### config.mk
export PLATFORM = sky130hd
export DESIGN_NAME = feature_loader
export DESIGN_NICKNAME = d
export VERILOG_FILES = /design/src/rtl/feature_loader.sv
export SDC_FILE = /design/constraint.sdc
export NUM_CORES = 1
export LEC_CHECK = 0
export CORE_MARGIN = 4
export CORE_UTILIZATION = 40
export DETAILED_ROUTE_END_ITERATION = 8
export PLACE_DENSITY = 0.6
export SLEW_MARGIN = 10
export SYNTH_ARGS = -nofsm -noshare
export SYNTH_HDL_FRONTEND = slang
export SYNTH_SLANG_ARGS = --single-unit
### constraint.sdc
create_clock -name clk -period 2.23 [get_ports clk]
set_input_delay 0.3345 -clock clk [delete_from_list [all_inputs] [get_ports clk]]
set_output_delay 0.3345 -clock clk [all_outputs]
set_load 0.01 [all_outputs]
### src/rtl/feature_loader.sv
// Serial-to-parallel feature loader with a one-deep shift buffer, a valid/ready output slot and a held vector.
// Optional even-parity frame check is enabled by defining FEATURE_LOADER_PARITY_EN.
module feature_loader #(
    parameter int WIDTH     = 8,
    parameter bit MSB_FIRST = 1'b1
) (
    input  logic             clk,
    input  logic             rst,
    input  logic             frame_start,
    input  logic             ser_in,
    input  logic             ser_valid,
    output logic [WIDTH-1:0] vec_out,
    output logic             vec_valid,
    input  logic             vec_ready,
    output logic [WIDTH-1:0] vec_hold,
    output logic             busy,
    output logic             overrun,
    output logic             parity_err
);

`ifdef FEATURE_LOADER_PARITY_EN
    localparam int FLEN   = WIDTH + 1;
    localparam bit PAR_EN = 1'b1;
`else
    localparam int FLEN   = WIDTH;
    localparam bit PAR_EN = 1'b0;
`endif
    localparam int CW = $clog2(FLEN + 1);

    typedef enum logic [1:0] {
        S_IDLE  = 2'd0,
        S_SHIFT = 2'd1,
        S_FULL  = 2'd2
    } state_t;

    state_t           r_state, w_state_nxt;
    logic [WIDTH-1:0] r_sh, w_sh_nxt;
    logic [CW-1:0]    r_cnt, w_cnt_nxt;
    logic             r_par, w_par_nxt;
    logic [WIDTH-1:0] r_vec, w_vec_nxt;
    logic             r_vld, w_vld_nxt;
    logic [WIDTH-1:0] r_hold;
    logic             r_busy;
    logic             r_ovr, w_ovr;
    logic             r_perr, w_perr;

    logic             w_take;
    logic             w_slot_free;
    logic [WIDTH-1:0] w_base_sh;
    logic [CW-1:0]    w_base_cnt;
    logic             w_base_par;
    logic             w_data_bit;
    logic [WIDTH-1:0] w_frame;
    logic             w_par_ok;

    function automatic logic [WIDTH-1:0] shift_in(input logic [WIDTH-1:0] base, input logic b);
        if (MSB_FIRST)
            return {base[WIDTH-2:0], b};
        else
            return {b, base[WIDTH-1:1]};
    endfunction

    assign w_take      = r_vld && vec_ready;
    assign w_slot_free = !r_vld || vec_ready;

    // A frame_start restarts assembly from an empty shift register in the same cycle
    assign w_base_sh  = frame_start ? '0 : r_sh;
    assign w_base_cnt = frame_start ? '0 : r_cnt;
    assign w_base_par = frame_start ? 1'b0 : r_par;
    assign w_data_bit = (w_base_cnt < CW'(WIDTH));

    // The trailing parity bit is never shifted into the vector
    assign w_frame  = w_data_bit ? shift_in(w_base_sh, ser_in) : w_base_sh;
    assign w_par_ok = !PAR_EN || ((w_base_par ^ ser_in) == 1'b0);

    always_comb begin
        w_state_nxt = r_state;
        w_sh_nxt    = r_sh;
        w_cnt_nxt   = r_cnt;
        w_par_nxt   = r_par;
        w_vec_nxt   = r_vec;
        w_vld_nxt   = w_take ? 1'b0 : r_vld;
        w_ovr       = 1'b0;
        w_perr      = 1'b0;

        case (r_state)
            S_IDLE: begin
                if (frame_start) begin
                    w_state_nxt = S_SHIFT;
                    w_sh_nxt    = '0;
                    w_cnt_nxt   = '0;
                    w_par_nxt   = 1'b0;
                    if (ser_valid) begin
                        w_sh_nxt  = shift_in('0, ser_in);
                        w_cnt_nxt = CW'(1);
                        w_par_nxt = ser_in;
                    end
                end
            end

            S_SHIFT: begin
                w_sh_nxt  = w_base_sh;
                w_cnt_nxt = w_base_cnt;
                w_par_nxt = w_base_par;
                if (ser_valid) begin
                    w_sh_nxt  = w_frame;
                    w_cnt_nxt = w_base_cnt + CW'(1);
                    if (w_data_bit)
                        w_par_nxt = w_base_par ^ ser_in;
                    if (w_base_cnt == CW'(FLEN - 1)) begin
                        w_cnt_nxt = '0;
                        if (!w_par_ok) begin
                            w_perr      = 1'b1;
                            w_state_nxt = S_IDLE;
                        end else if (w_slot_free) begin
                            w_vec_nxt   = w_frame;
                            w_vld_nxt   = 1'b1;
                            w_state_nxt = S_IDLE;
                        end else begin
                            w_state_nxt = S_FULL;
                        end
                    end
                end
            end

            S_FULL: begin
                // Completed frame parked in the shift register until the slot drains
                if (ser_valid || frame_start)
                    w_ovr = 1'b1;
                if (w_take) begin
                    w_vec_nxt   = r_sh;
                    w_vld_nxt   = 1'b1;
                    w_state_nxt = S_IDLE;
                end
            end

            default: begin
                w_state_nxt = S_IDLE;
            end
        endcase
    end

    always_ff @(posedge clk) begin
        if (rst) begin
            r_state <= S_IDLE;
            r_sh    <= '0;
            r_cnt   <= '0;
            r_par   <= 1'b0;
            r_vec   <= '0;
            r_vld   <= 1'b0;
            r_hold  <= '0;
            r_busy  <= 1'b0;
            r_ovr   <= 1'b0;
            r_perr  <= 1'b0;
        end else begin
            r_state <= w_state_nxt;
            r_sh    <= w_sh_nxt;
            r_cnt   <= w_cnt_nxt;
            r_par   <= w_par_nxt;
            r_vec   <= w_vec_nxt;
            r_vld   <= w_vld_nxt;
            r_busy  <= (w_state_nxt != S_IDLE);
            r_ovr   <= w_ovr;
            r_perr  <= w_perr;
            if (w_take)
                r_hold <= r_vec;
        end
    end

    assign vec_out    = r_vec;
    assign vec_valid  = r_vld;
    assign vec_hold   = r_hold;
    assign busy       = r_busy;
    assign overrun    = r_ovr;
    assign parity_err = r_perr;

endmodule

==> flow_summary.json <==
{
  "dieArea_mm2": 0.00515,
  "dpl.cell_count": 260,
  "die_y_um": 71.8,
  "path_delay_family": "compound AO/OA/AOI/OAI gates",
  "synth.distinct_cells": 40,
  "synth_seq_area_share_pct": 40.6,
  "clkTransAtPathRegs_ns": 0.07,
  "diodes": 0,
  "rows": 22,
  "wl_um": 3640,
  "drv_slew": 0,
  "ctsResizeCount": 0,
  "fmax_mhz": 526,
  "place.gp.congestion": 0.851,
  "yosys_warnings": 0,
  "synthToLayoutAreaGrowth_pct": 24.4,
  "start_util_pct": 42.9,
  "num_vias": 1455,
  "vias_per_cell": 5.43,
  "ant_nets": 0,
  "cts_buffers": 5,
  "post_drt_wl_per_cell_um": 13.6,
  "io_pins": 26,
  "vdd_drop_max_v": 0.000302,
  "finalHoldViolCount": 0,
  "clk-insertion-delay-late_ns": 0.28,
  "drtPass1Iterations": 4,
  "postCtsSetupRepairBufs": 0,
  "netlist_area_mm2": 0.00163,
  "stdcell_count": 268,
  "synth.area.top_cells": "dfxtp_1 41%, nand2_1 6.9%, a21oi_1 6.8%, o21ai_0 4.9%, a22o_1 4.8%",
  "n_fill_cell": 338,
  "synth.avg_cell_area_um2": 8.48,
  "p_leak_uw": 0.000688,
  "hold_slack_ns": 0.455,
  "crit_fanout": 15,
  "cts.htree.levels": 2,
  "postSynthCellCount": 192,
  "grt_pass1_wl_um": 6020,
  "cts_tree": "done",
  "clock_sinks": 33,
  "netlist.area_leader.share_pct": 40.6,
  "skew_ns": 0.00319,
  "worstPathCellList": "inv_1 -> ha_1 -> nor2_1 -> o2111ai_4 -> a221oi_1 -> a311oi_1",
  "drive_gt1_share_pct": 12.3,
  "drtIter0Drc": 84,
  "end_kind": "register",
  "ys.flop_type": "dfxtp_1",
  "overflow": 0,
  "drc": 0,
  "hold_class": "register to register",
  "synthArstFlopShare_pct": 0,
  "nets": 230,
  "cts_buffer_depth": 2,
  "grt_max_degree": 17,
  "grt_usage_pct": 14.3,
  "syn_nets": 203,
  "dieWidth_um": 71.8,
  "dp_hpwl_um": 2660,
  "antenna_found_initial": 0,
  "start_kind": "register",
  "worstPathArrival_ns": 2.10,
  "grt_pass1_vias": 1346,
  "cts-root-buf": "clkbuf_8",
  "status": "completed",
  "holdBufCountCts": 0,
  "power.density_mw_per_mm2": 630,
  "layout_min_cycle_time_ns": 1.90,
  "drv_cap": 0,
  "crit_required_ns": 2.43,
  "crit_type": "register to register",
  "post-route-period-util_pct": 85.3,
  "core_area_mm2": 0.00380,
  "yosys.area.top_type": "dfxtp_1",
  "critical-path-slowest-cell": "ha_1",
  "synth_edf_count": 0,
  "setup_viol": 0,
  "rsz0062_at_grt": "false",
  "path_buf_inv": 1,
  "port_buffers": 24,
  "critPathMaxStageDelay_ns": 0.48,
  "r2r_slack_ns": 0.33,
  "ys_ff_latch": 33,
  "tns_ns": 0
}
cell type report:
type                    instances  area [um2]  share of cell area [%]
well taps                      48        60.1                    2.96
inverters                       4        15.0                   0.741
repair buffers                 34         315                    15.6
multi-input cells             141         858                    42.4
clock buffers                   7        86.3                    4.26
clock inverters                 1        30.0                    1.48
flip-flops and latches         33         661                    32.6
final timing paths:
kind,start,to,cells after the start
worst max-delay path,r_state[0],vec_out[0],6
worst min-delay path,vec_hold[7],vec_hold[7],2
worst max register to register,r_state[0],vec_out[0],6
worst min register to register,vec_hold[7],vec_hold[7],2
cell usage in the layout (no fill, tap or decap), types with 2 or more instances in the layout:
cell type         n
a21oi_1          22
a22o_1            9
a22o_2            5
a311oi_1          2
buf_4            10
clkbuf_8          6
clkdlybuf4s50_1  24
dfxtp_1          33
ha_1              5
inv_1             4
nand2_1          30
nand3_1           8
nand4_1           2
nor2_1           12
nor2b_1           7
nor3b_1           2
o21ai_0          16
routing by layer:
layer / part of all wire (%) / track usage [%]
met5: 0 / 0
met4: 0.85 / 6.05
met3: 7.2 / 4.63
met2: 44 / 21.4
met1: 48 / 18.9
sequential cells by signal, summed over array words and instances, names as in the netlist:
signal and flops:
vec_out 8, busy 1, r_sh 8, overrun 1
vec_hold 8, vec_valid 1, r_state 2, r_cnt 4
where the power goes:
part           leakage (uW)  switching (uW)  internal [uW]
Combinational      0.000364            59.4           39.6
Sequential         0.000266            5.10            596
Clock             0.0000585             213            364
cell families after synthesis:
kind of cell    synth area share (%)
flops                           40.6
fa+ha+maj                       3.84
compound gates                  27.3
simple gates                    21.4
other cells                    0.230
buf+inv                         6.69
synthesized netlist by cell type, drive strengths merged, types with 2 or more instances:
library cell  number
clkbuf             6
a22o              14
nor2b              7
o2111ai            2
dfxtp             33
nand2             30
buf                8
o21ai             16
nor3b              2
a21oi             22
a311oi             2
nand3              8
inv                4
and2               2
ha                 5
nor2              12
nand4              2
tightest hold or removal path, stage by stage, from the launching register on:
cell and delay [ns]:
dfxtp_1 0.31, nand2_1 0.05, a21oi_1 0.05
through the flow:
step / worst slack (ns) / power (uW) / cell area (um2) / util (%)
after global routing: 0.127 / 1330 / 2030 / 53.3
after detailed placement: 0.0829 / 712 / 1910 / 50.3
after global placement: 0.110 / 710 / 1910 / 50.3
after CTS: 0.331 / 1290 / 2030 / 53.3
after floorplan: 0.383 / 680 / 1630 / -
final: 0.328 / 1280 / 2030 / 53.3
No activity file was read; power rests on OpenSTA's default activity.
